--- src/rtl/vga_timing_gen.sv ---
// ============================================================================
// Module  : vga_timing_gen
// Brief   : Parametrised raster timing generator with pixel divider, lead-ahead
//           fetch coordinates and a scaled display window.
// Revision: 1.0 - initial release
// ============================================================================
`default_nettype none

module vga_timing_gen #(
  parameter int H_ACTIVE   = 640,
  parameter int H_FP       = 16,
  parameter int H_SYNC     = 96,
  parameter int H_BP       = 48,
  parameter int V_ACTIVE   = 480,
  parameter int V_FP       = 10,
  parameter int V_SYNC     = 2,
  parameter int V_BP       = 33,
  parameter bit HS_POL     = 1'b0,
  parameter bit VS_POL     = 1'b0,
  parameter int PIX_DIV    = 4,
  parameter int LEAD       = 8,
  parameter int WIN_X      = 64,
  parameter int WIN_Y      = 48,
  parameter int WIN_W      = 256,
  parameter int WIN_H      = 192,
  parameter int SCALE_LOG2 = 1,
  localparam int H_TOTAL   = H_ACTIVE + H_FP + H_SYNC + H_BP,
  localparam int V_TOTAL   = V_ACTIVE + V_FP + V_SYNC + V_BP,
  localparam int CW        = $clog2(H_TOTAL),
  localparam int RW        = $clog2(V_TOTAL)
) (
  input  logic          clk,
  input  logic          rst,
  input  logic          restart,
  output logic          pix_en,
  output logic [CW-1:0] col,
  output logic [RW-1:0] row,
  output logic          active,
  output logic          HSync,
  output logic          VSync,
  output logic          line_start,
  output logic          frame_start,
  output logic [15:0]   frame_cnt,
  output logic          fetch_valid,
  output logic [7:0]    fetch_x,
  output logic [7:0]    fetch_y
);

  localparam int DW = (PIX_DIV > 1) ? $clog2(PIX_DIV) : 1;

  localparam logic [DW-1:0] C_DIV_LAST = DW'(PIX_DIV - 1);
  localparam logic [CW-1:0] C_H_LAST   = CW'(H_TOTAL - 1);
  localparam logic [RW-1:0] C_V_LAST   = RW'(V_TOTAL - 1);
  localparam logic [CW-1:0] C_LEAD     = CW'(LEAD);
  localparam logic [31:0]   C_HA       = 32'(H_ACTIVE);
  localparam logic [31:0]   C_VA       = 32'(V_ACTIVE);
  localparam logic [31:0]   C_HS_BEG   = 32'(H_ACTIVE + H_FP);
  localparam logic [31:0]   C_HS_END   = 32'(H_ACTIVE + H_FP + H_SYNC);
  localparam logic [31:0]   C_VS_BEG   = 32'(V_ACTIVE + V_FP);
  localparam logic [31:0]   C_VS_END   = 32'(V_ACTIVE + V_FP + V_SYNC);
  localparam logic [31:0]   C_WX       = 32'(WIN_X);
  localparam logic [31:0]   C_WY       = 32'(WIN_Y);
  localparam logic [31:0]   C_WX_END   = 32'(WIN_X + (WIN_W << SCALE_LOG2));
  localparam logic [31:0]   C_WY_END   = 32'(WIN_Y + (WIN_H << SCALE_LOG2));

  if (LEAD >= H_TOTAL) begin : g_chk_lead
    $error("vga_timing_gen: LEAD must be smaller than H_TOTAL");
  end
  if ((WIN_X + (WIN_W << SCALE_LOG2) > H_ACTIVE) ||
      (WIN_Y + (WIN_H << SCALE_LOG2) > V_ACTIVE)) begin : g_chk_win
    $error("vga_timing_gen: scaled window exceeds the active area");
  end
  if ((WIN_W > 256) || (WIN_H > 256)) begin : g_chk_size
    $error("vga_timing_gen: window source size exceeds 256");
  end

  // {valid, x, y} for a fetch position; coordinates are forced to 0 outside the window
  function automatic logic [16:0] f_win(input logic [CW-1:0] h, input logic [RW-1:0] v);
    logic [31:0] hx, vy, dx, dy;
    hx = 32'(h);
    vy = 32'(v);
    dx = (hx - C_WX) >> SCALE_LOG2;
    dy = (vy - C_WY) >> SCALE_LOG2;
    if ((hx >= C_WX) && (hx < C_WX_END) && (vy >= C_WY) && (vy < C_WY_END))
      f_win = {1'b1, 8'(dx), 8'(dy)};
    else
      f_win = 17'd0;
  endfunction

  logic [DW-1:0] r_div;
  logic [CW-1:0] r_col, r_fh;
  logic [RW-1:0] r_row, r_fv;
  logic [15:0]   r_frame_cnt;
  logic          r_active, r_hsync, r_vsync;
  logic          r_fvalid;
  logic [7:0]    r_fx, r_fy;

  logic          w_pix_en, w_frame_wrap;
  logic [DW-1:0] w_div_nxt;
  logic [CW-1:0] w_col_nxt, w_fh_nxt;
  logic [RW-1:0] w_row_nxt, w_fv_nxt;
  logic [16:0]   w_win_nxt;

  assign w_pix_en     = (r_div == C_DIV_LAST);
  assign w_frame_wrap = w_pix_en && !restart && (r_col == C_H_LAST) && (r_row == C_V_LAST);

  always_comb begin
    w_div_nxt = r_div + DW'(1);
    w_col_nxt = r_col;
    w_row_nxt = r_row;
    w_fh_nxt  = r_fh;
    w_fv_nxt  = r_fv;
    if (restart) begin
      w_div_nxt = '0;
      w_col_nxt = '0;
      w_row_nxt = '0;
      w_fh_nxt  = C_LEAD;
      w_fv_nxt  = '0;
    end else if (w_pix_en) begin
      w_div_nxt = '0;
      w_col_nxt = (r_col == C_H_LAST) ? '0 : r_col + CW'(1);
      if (r_col == C_H_LAST)
        w_row_nxt = (r_row == C_V_LAST) ? '0 : r_row + RW'(1);
      // the fetch pair follows identical wrap rules, just LEAD ticks ahead
      w_fh_nxt = (r_fh == C_H_LAST) ? '0 : r_fh + CW'(1);
      if (r_fh == C_H_LAST)
        w_fv_nxt = (r_fv == C_V_LAST) ? '0 : r_fv + RW'(1);
    end
  end

  assign w_win_nxt = f_win(w_fh_nxt, w_fv_nxt);

  always_ff @(posedge clk or posedge rst) begin
    if (rst) begin
      r_div       <= '0;
      r_col       <= '0;
      r_row       <= '0;
      r_fh        <= C_LEAD;
      r_fv        <= '0;
      r_frame_cnt <= '0;
      r_active    <= 1'b1;
      r_hsync     <= ~HS_POL;
      r_vsync     <= ~VS_POL;
      {r_fvalid, r_fx, r_fy} <= f_win(C_LEAD, '0);
    end else begin
      r_div       <= w_div_nxt;
      r_col       <= w_col_nxt;
      r_row       <= w_row_nxt;
      r_fh        <= w_fh_nxt;
      r_fv        <= w_fv_nxt;
      if (w_frame_wrap)
        r_frame_cnt <= r_frame_cnt + 16'd1;
      // decoded from the next counter values so they line up with col/row
      r_active <= (32'(w_col_nxt) < C_HA) && (32'(w_row_nxt) < C_VA);
      r_hsync  <= ((32'(w_col_nxt) >= C_HS_BEG) && (32'(w_col_nxt) < C_HS_END)) ? HS_POL : ~HS_POL;
      r_vsync  <= ((32'(w_row_nxt) >= C_VS_BEG) && (32'(w_row_nxt) < C_VS_END)) ? VS_POL : ~VS_POL;
      {r_fvalid, r_fx, r_fy} <= w_win_nxt;
    end
  end

  assign pix_en      = w_pix_en;
  assign col         = r_col;
  assign row         = r_row;
  assign active      = r_active;
  assign HSync       = r_hsync;
  assign VSync       = r_vsync;
  assign line_start  = w_pix_en && (r_col == '0);
  assign frame_start = w_pix_en && (r_col == '0) && (r_row == '0);
  assign frame_cnt   = r_frame_cnt;
  assign fetch_valid = r_fvalid;
  assign fetch_x     = r_fx;
  assign fetch_y     = r_fy;

endmodule

`default_nettype wire
--- config.mk ---
export PLATFORM = sky130hd
export DESIGN_NAME = vga_timing_gen
export DESIGN_NICKNAME = d
export VERILOG_FILES = /design/src/rtl/vga_timing_gen.sv
export SDC_FILE = /design/constraint.sdc
export NUM_CORES = 1
export LEC_CHECK = 0
export CORE_MARGIN = 4
export CORE_UTILIZATION = 30
export DETAILED_ROUTE_END_ITERATION = 6
export GPL_TIMING_DRIVEN = 0
export PLACE_DENSITY = 0.59
export RECOVER_POWER = 50
export REMOVE_ABC_BUFFERS = 1
export SYNTH_ARGS = -nofsm -noshare
export SYNTH_HDL_FRONTEND = slang
export SYNTH_SLANG_ARGS = --single-unit
--- constraint.sdc ---
create_clock -name clk -period 3.6 [get_ports clk]
set_input_delay 0.36 -clock clk [delete_from_list [all_inputs] [get_ports clk]]
set_output_delay 0.36 -clock clk [all_outputs]
set_load 0.02 [all_outputs]
==> results of run 1 <==
==> kinds of logic after synthesis <==
family / share of synthesized area
xor gates and xnor gates: 0.07613
muxes: 0.01329
and+or+nand+nor: 0.2562
DFF: 0.4725
AOI/OAI and AO/OA: 0.1103
adders and majority gates: 0.03625
buffers and inverters: 0.03534
==> area by class of cell <==
type                            count  area (µm²)
Fill cell                        1329        8102
Multi-Input combinational cell    312        2085
Sequential cell                    78        1957
Timing Repair Buffer               64       625.6
Clock buffer                       11       232.7
Tap cell                          176       220.2
Clock inverter                      5       106.4
Inverter                           19       72.57
==> final timing paths <==
check | cells past startpoint | start | slack, ns | to
max in group asynchronous | 3 | rst | 1.13 | r_fv[9]$_DFF_PP0_
min | 1 | r_div[0]$_DFF_PP0_ | 0.48 | r_div[0]$_DFF_PP0_
max reg2reg | 9 | r_fh[5]$_DFF_PP0_ | 0.22 | fetch_x[3]$_DFF_PP0_
min reg2reg | 1 | r_div[0]$_DFF_PP0_ | 0.48 | r_div[0]$_DFF_PP0_
max | 9 | r_fh[5]$_DFF_PP0_ | 0.22 | fetch_x[3]$_DFF_PP0_
min in group asynchronous | 2 | rst | 0.73 | frame_cnt[9]$_DFFE_PP0P_
==> power breakdown <==
part,switching [mW],internal (mW),total (mW)
clock network,0.357,0.680,1.04
registers,0.00749,0.883,0.890
logic,0.0476,0.0198,0.0675
==> layer usage <==
metal | GRT usage | up-vias | wire length, µm
met5 | 0 | - | 0
met4 | 0.04337 | 0 | 97
met3 | 0.03539 | 8 | 590
met2 | 0.2001 | 90 | 4530
met1 | 0.1751 | 1611 | 4589
li1 | - | 1669 | -
==> synthesized netlist by cell type, types with 3 or more instances <==
library cell / instances / area (µm²)
xnor2_1: 19 / 166.4
nor2_1: 36 / 135.1
nor2b_1: 5 / 31.28
buf_2: 3 / 15.01
a21o_1: 4 / 30.03
a41oi_1: 4 / 35.03
and2_1: 4 / 25.02
xor2_1: 17 / 148.9
ha_1: 12 / 150.1
a211oi_1: 6 / 45.04
or4_1: 5 / 37.54
and3_1: 9 / 56.30
nand3_1: 21 / 105.1
clkbuf_1: 9 / 33.78
nand4_1: 20 / 125.1
and4_1: 6 / 52.55
nor4_1: 12 / 75.07
dfstp_2: 4 / 105.1
nand2_1: 31 / 116.4
nor3b_1: 3 / 22.52
dfrtp_1: 74 / 1852
nor3_1: 20 / 100.1
a21oi_1: 8 / 40.04
buf_1: 4 / 15.01
or3_1: 11 / 68.82
inv_1: 19 / 71.32
o21ai_0: 17 / 85.08
==> sequential cells by signal, summed over array words and instances, names as in the netlist <==
signal and flops:
frame_cnt 16, col 10, r_fh 10, r_fv 10, row 10, fetch_x 8
fetch_y 8, r_div 2, HSync 1, VSync 1, active 1, fetch_valid 1
==> per-stage QoR <==
step                power [mW]    util  hold WS, ns
floorplan               0.9431       -       0.4075
global placement        0.9711  0.3655       0.4204
detailed placement      0.9763  0.3677       0.4251
CTS                      2.032  0.3968       0.3705
global route             2.079  0.3954       0.5023
finish                   1.995  0.3954       0.4758
==> worst reg2reg max path, stage by stage (launching register included) <==
cell	delay, ns
dfrtp_1	0.44
or4b_4	0.63
or4_4	0.54
or4_1	0.53
a21oi_2	0.22
ha_1	0.24
nor2_1	0.10
mux2i_4	0.19
buf_4	0.20
nor4_1	0.19
==> timing repair <==
action | in CTS | in global routing
endpoints found under the setup margin | 17 | 6
gates cloned | 0 | 0
hold buffers | 0 | 0
buffers inserted | 2 | 0
pin swaps | 0 | 1
gates resized for setup | 7 | 2
==> cells in the final DEF, fill, tap and decap left out, types with 3 or more instances in the layout <==
cell type,n
a211oi_1,6
a21o_1,4
a21oi_1,7
a41oi_1,4
and2_1,4
and3_1,9
and4_1,6
bufinv_16,3
clkbuf_16,9
clkdlybuf4s50_1,37
dfrtp_1,74
dfstp_2,4
dlygate4sd3_1,23
ha_1,11
inv_1,18
nand2_1,31
nand3_1,21
nand4_1,20
nor2_1,36
nor2b_1,5
nor3_1,19
nor3_2,3
nor4_1,11
o21ai_0,17
or3_1,11
or4_1,5
xnor2_1,19
xor2_1,17
==> results.py, run 1 <==
metrics = {
    "outcome": {
        "status": "finished clean",
    },
    "critical_path": {
        "endpoint_kind": "flop",
        "worstPathCellList": "or4b_4 > or4_4 > or4_1 > a21oi_2 > ha_1 > nor2_1 > mux2i_4 > buf_4 > nor4_1",
        "required_ns": 3.83,
        "path_max_fanout": 13,
        "crit_type": "reg -> reg",
        "slowest_delay_ns": 0.63,
        "crit_arrival_ns": 3.61,
        "crit_family": "simple AND/OR/NAND/NOR gates",
        "path_buf_inv": 1,
        "cp-start-kind": "flop",
        "slowest_stage": "or4b_4",
    },
    "clocking": {
        "ctsHtreeMaxLevel": 3,
        "clk_pin_slew_ns": 0.06,
        "tritoncts": "done",
        "numClockSinks": 78,
        "clk_latency_ns": 0.34,
        "cts_root_buffer": "clkbuf_16",
        "clockBufferDepth": 2,
        "cts_inserted_buffers": 9,
    },
    "sta": {
        "max_freq_mhz": 295.9,
        "finalHoldViolCount": 0,
        "fin_tns_setup_ns": 0,
        "worst_slack_ns": 0.2210,
        "slew_headroom": 0.1658,
        "rsz0062_at_grt": "no",
        "final.setup_skew_ns": 0.007997,
        "worst-slew-pin-transition_ns": 1.245,
        "period_minus_slack_ns": 3.379,
        "finalSetupViolCount": 0,
        "fin_crit_sh": 0.9386,
        "final-max-slew-violation-count": 0,
    },
    "die": {
        "die_h_um": 125.5,
        "chipWidth_um": 125.5,
        "rows": 42,
        "start_util": 0.3091,
        "die_area_um2": 15750,
        "ioPinCount": 62,
        "core_um2": 13400,
    },
    "run": {
        "cap_violations": 0,
    },
    "routing": {
        "drt_pre_antenna_iters": 4,
        "vias_per_cell": 5.080,
        "drtAntennaViolNets": 0,
        "drt-total-wl_um": 9807,
        "drt_iter0_drc": 281,
        "drc": 0,
        "vias": 3378,
        "drt-wirelength-per-cell_um": 14.75,
    },
    "synth": {
        "netlist_area_um2": 4141,
        "yosys_most_used_dff": "dfrtp_1",
        "synthCells": 426,
        "avgSynthCellArea_um2": 9.722,
        "ys_seq_area_frac": 0.4725,
        "synthArstFlopShare": 1.000,
        "ys.warnings.count": 0,
        "synth_cell_types": 59,
        "synth-edff-count": 0,
        "ys_ff_latch": 78,
    },
    "hold_path": {
        "hp-class": "reg -> reg",
    },
    "cells_and_area": {
        "final_cell_area_um2": 5299,
        "fin_cells": 665,
        "drive_gt1_frac": 0.08180,
        "nets": 499,
        "area_growth_syn_to_layout_pct": 27.95,
        "antenna_cells": 0,
    },
    "global_route": {
        "grt_pass1_wl_um": 16870,
        "antenna_found_initial": 0,
        "grt.total_usage": 0.1292,
        "grt_pass1_vias": 3394,
        "grt_max_degree": 50,
        "grt_remaining_overflow": 0,
    },
    "placement": {
        "placed_area_um2": 4927,
        "place_ws_ns": -0.7976,
        "place_congestion": 0.8484,
        "portBuffers": 61,
        "dp_hpwl_um": 7015,
        "placed_cells": 647,
    },
    "power_and_ir_drop": {
        "ir_worst_vdd_mv": 0.2574,
        "power.static_leakage_nw": 2.243,
        "power_density_nw_per_um2": 376.5,
    },
}
Note: power is estimated with default switching activity, not from simulation.
==> run 2, diff against run 1 <==
--- a/config.mk
+++ b/config.mk
@@ -6,10 +6,10 @@
 export NUM_CORES = 1
 export LEC_CHECK = 0
 export CORE_MARGIN = 4
-export CORE_UTILIZATION = 30
+export CORE_UTILIZATION = 35
 export DETAILED_ROUTE_END_ITERATION = 6
-export GPL_TIMING_DRIVEN = 0
-export PLACE_DENSITY = 0.59
+export GPL_TIMING_DRIVEN = 1
+export PLACE_DENSITY = 0.66
 export RECOVER_POWER = 50
 export REMOVE_ABC_BUFFERS = 1
 export SYNTH_ARGS = -nofsm -noshare
==> run 2 against run 1 <==
  * The flow now finishes with violations (max-capacitance violations, max-slew violations)
  * Clock power decreased by 7%
  * Flip-flop and latch count unchanged
  * Hold slack got worse by 0.026 ns
  * Final area decreased by 0.76%
  * Wire length increased by 3.5%
  * Sequential power about the same
  * Register-to-register slack got worse by 0.03 ns
  * Clock skew increased by 0.0015 ns
  * Core utilization increased by 6.1 points
  * Via count increased by 6.1%
  * Sequential share of layout area increased by 0.28 points
  * Die area decreased by 13%
  * Largest cell class unchanged
==> results.py, run 2 (same netlist as run 1, synthesis figures left out) <==
metrics = {
    "critical_path": {
        "endpoint_kind": "flop",
        "crit_type": "reg -> reg",
        "cp-start-kind": "flop",
        "path_max_fanout": 16,
        "required_ns": 3.78,
        "crit_arrival_ns": 3.58,
    },
    "routing": {
        "drc": 0,
        "drt-total-wl_um": 10150,
        "drt_pre_antenna_iters": 5,
        "vias_per_cell": 5.602,
        "drt_iter0_drc": 247,
        "vias": 3585,
        "drt-wirelength-per-cell_um": 15.86,
        "drtAntennaViolNets": 0,
    },
    "power_and_ir_drop": {
        "seqPwrFrac": 0.462,
        "p_sw_mw": 0.4377,
        "power_switching_share": 0.2277,
        "pwr-share-comb": 0.036,
        "power_mw": 1.922,
        "power_density_nw_per_um2": 365.6,
        "power.static_leakage_nw": 2.275,
        "power.share.clock": 0.501,
        "ir_worst_vdd_mv": 0.2013,
        "p_int_mw": 1.485,
    },
    "cells_and_area": {
        "fillers": 1116,
        "antenna_cells": 0,
        "largest_register_ffs": 16,
        "final_common_cell": "dfrtp_1",
        "final_cell_mix": "74 x dfrtp_1, 36 x nor2_1, 36 x clkdlybuf4s50_1",
        "seqCellArea_um2": 1957,
        "drive_gt1_frac": 0.08249,
        "area_growth_syn_to_layout_pct": 26.98,
        "nets": 507,
        "final_util": 0.4566,
        "multi_input_area_um2": 2048,
    },
    "sta": {
        "fin_crit_sh": 0.9456,
        "period_minus_slack_ns": 3.404,
        "rsz0062_at_grt": "no",
        "worst-slew-pin-transition_ns": 1.868,
        "finalHoldViolCount": 0,
        "finalSetupViolCount": 0,
        "final.setup_skew_ns": 0.009514,
        "final-max-slew-violation-count": 79,
        "max_freq_mhz": 293.7,
        "slew_headroom": -0.2451,
        "worst_slack_ns": 0.1957,
        "whs_ns": 0.4499,
        "fin_tns_setup_ns": 0,
    },
    "outcome": {
        "violations": "max-capacitance violations, max-slew violations",
        "status": "complete, but fails checks",
    },
    "placement": {
        "place_congestion": 0.9048,
        "portBuffers": 61,
        "dp_hpwl_um": 7088,
        "place_ws_ns": 0.1995,
    },
    "clocking": {
        "numClockSinks": 78,
        "clk_pin_slew_ns": 0.06,
        "tritoncts": "done",
        "cts_hold_buf": 0,
        "ctsHtreeMaxLevel": 3,
        "clk_latency_ns": 0.33,
        "clockBufferDepth": 2,
        "cts_resized": 0,
        "post_cts_buffers": 0,
        "cts_root_buffer": "clkbuf_16",
        "cts_inserted_buffers": 9,
    },
    "run": {
        "cap_violations": 1,
    },
    "global_route": {
        "grt_remaining_overflow": 0,
        "grt_pass1_wl_um": 16870,
        "antenna_found_initial": 0,
        "grt_max_degree": 79,
        "grt.total_usage": 0.1532,
        "grt_pass1_vias": 3395,
    },
    "die": {
        "ioPinCount": 62,
        "chipWidth_um": 116.8,
        "die_area_um2": 13640,
        "core_um2": 11520,
        "die_h_um": 116.8,
        "rows": 39,
        "start_util": 0.3596,
    },
    "hold_path": {
        "hp-class": "reg -> reg",
    },
}
==> run 2: changes by cell type in the layout (fill, tap and decap cells not counted), moves of 2 or more <==
cell | previous run | this run
dlygate4sd3_1 | 23 | 25
buf_4 | 2 | 9
bufinv_16 | 3 | 1
clkbuf_8 | 0 | 2
==> run 2: final timing paths <==
path | startpoint | endpoint | slack (ns) | depth (start not counted)
min reg2reg | r_div[0]$_DFF_PP0_ | r_div[0]$_DFF_PP0_ | 0.45 | 1
max | r_fh[5]$_DFF_PP0_ | fetch_x[2]$_DFF_PP0_ | 0.20 | 8
min in group asynchronous | rst | r_fv[0]$_DFF_PP0_ | 1.14 | 3
max reg2reg | r_fh[5]$_DFF_PP0_ | fetch_x[2]$_DFF_PP0_ | 0.20 | 8
max in group asynchronous | rst | frame_cnt[1]$_DFFE_PP0P_ | 1.37 | 3
min | r_div[0]$_DFF_PP0_ | r_div[0]$_DFF_PP0_ | 0.45 | 1
==> run 2: power groups by stage <==
| stage | combinational (mW) | sequential (mW) | clock (mW) |
|---|---|---|---|
| final | 0.0698 | 0.889 | 0.964 |
| after global routing | 0.0797 | 0.889 | 1.02 |
| after CTS | 0.0732 | 0.888 | 0.980 |
| after detailed placement | 0.0729 | 0.905 | 0 |
| after global placement | 0.0717 | 0.904 | 0 |
| after floorplan | 0.0390 | 0.904 | 0 |
==> run 2: per-stage QoR <==
stage	area [µm²]	instances
after global placement	4938	624
after detailed placement	4938	624
after global routing	5259	640
after floorplan	4066	409
after CTS	5255	640
final	5259	640
==> run 2: area by class of cell <==
class                      instances  area share
clock inverter                     5     0.01213
timing repair buffer              72      0.1306
sequential                        78      0.3721
multi-input combinational        312      0.3895
clock buffer                      11     0.04806
tap                              143     0.03402
inverter                          19     0.01356
==> run 2: critical path, cell delays in order (launching register included) <==
cell and delay (ns):
dfrtp_1 0.44, or4b_1 0.58, or4_4 0.53, or4_1 0.50, a21oi_1 0.25, ha_1 0.25
nor2_1 0.10, mux2i_4 0.48, nor3b_1 0.12
==> run 2: metal layers <==
layer / global-route usage / vias to the layer above / wire length, µm
met5: 0 / - / 0
met4: 0.04358 / 0 / 123
met3: 0.03393 / 19 / 646
met2: 0.2503 / 157 / 4911
met1: 0.2057 / 1713 / 4469
li1: - / 1696 / -
==> run 3, diff against run 2 <==
--- a/config.mk
+++ b/config.mk
@@ -8,7 +8,6 @@
 export CORE_MARGIN = 4
 export CORE_UTILIZATION = 35
 export DETAILED_ROUTE_END_ITERATION = 6
-export GPL_TIMING_DRIVEN = 1
 export PLACE_DENSITY = 0.66
 export RECOVER_POWER = 50
 export REMOVE_ABC_BUFFERS = 1
==> results of run 3 <==
Same layout as run 2: the final DEF is identical, and so are final timing and power.
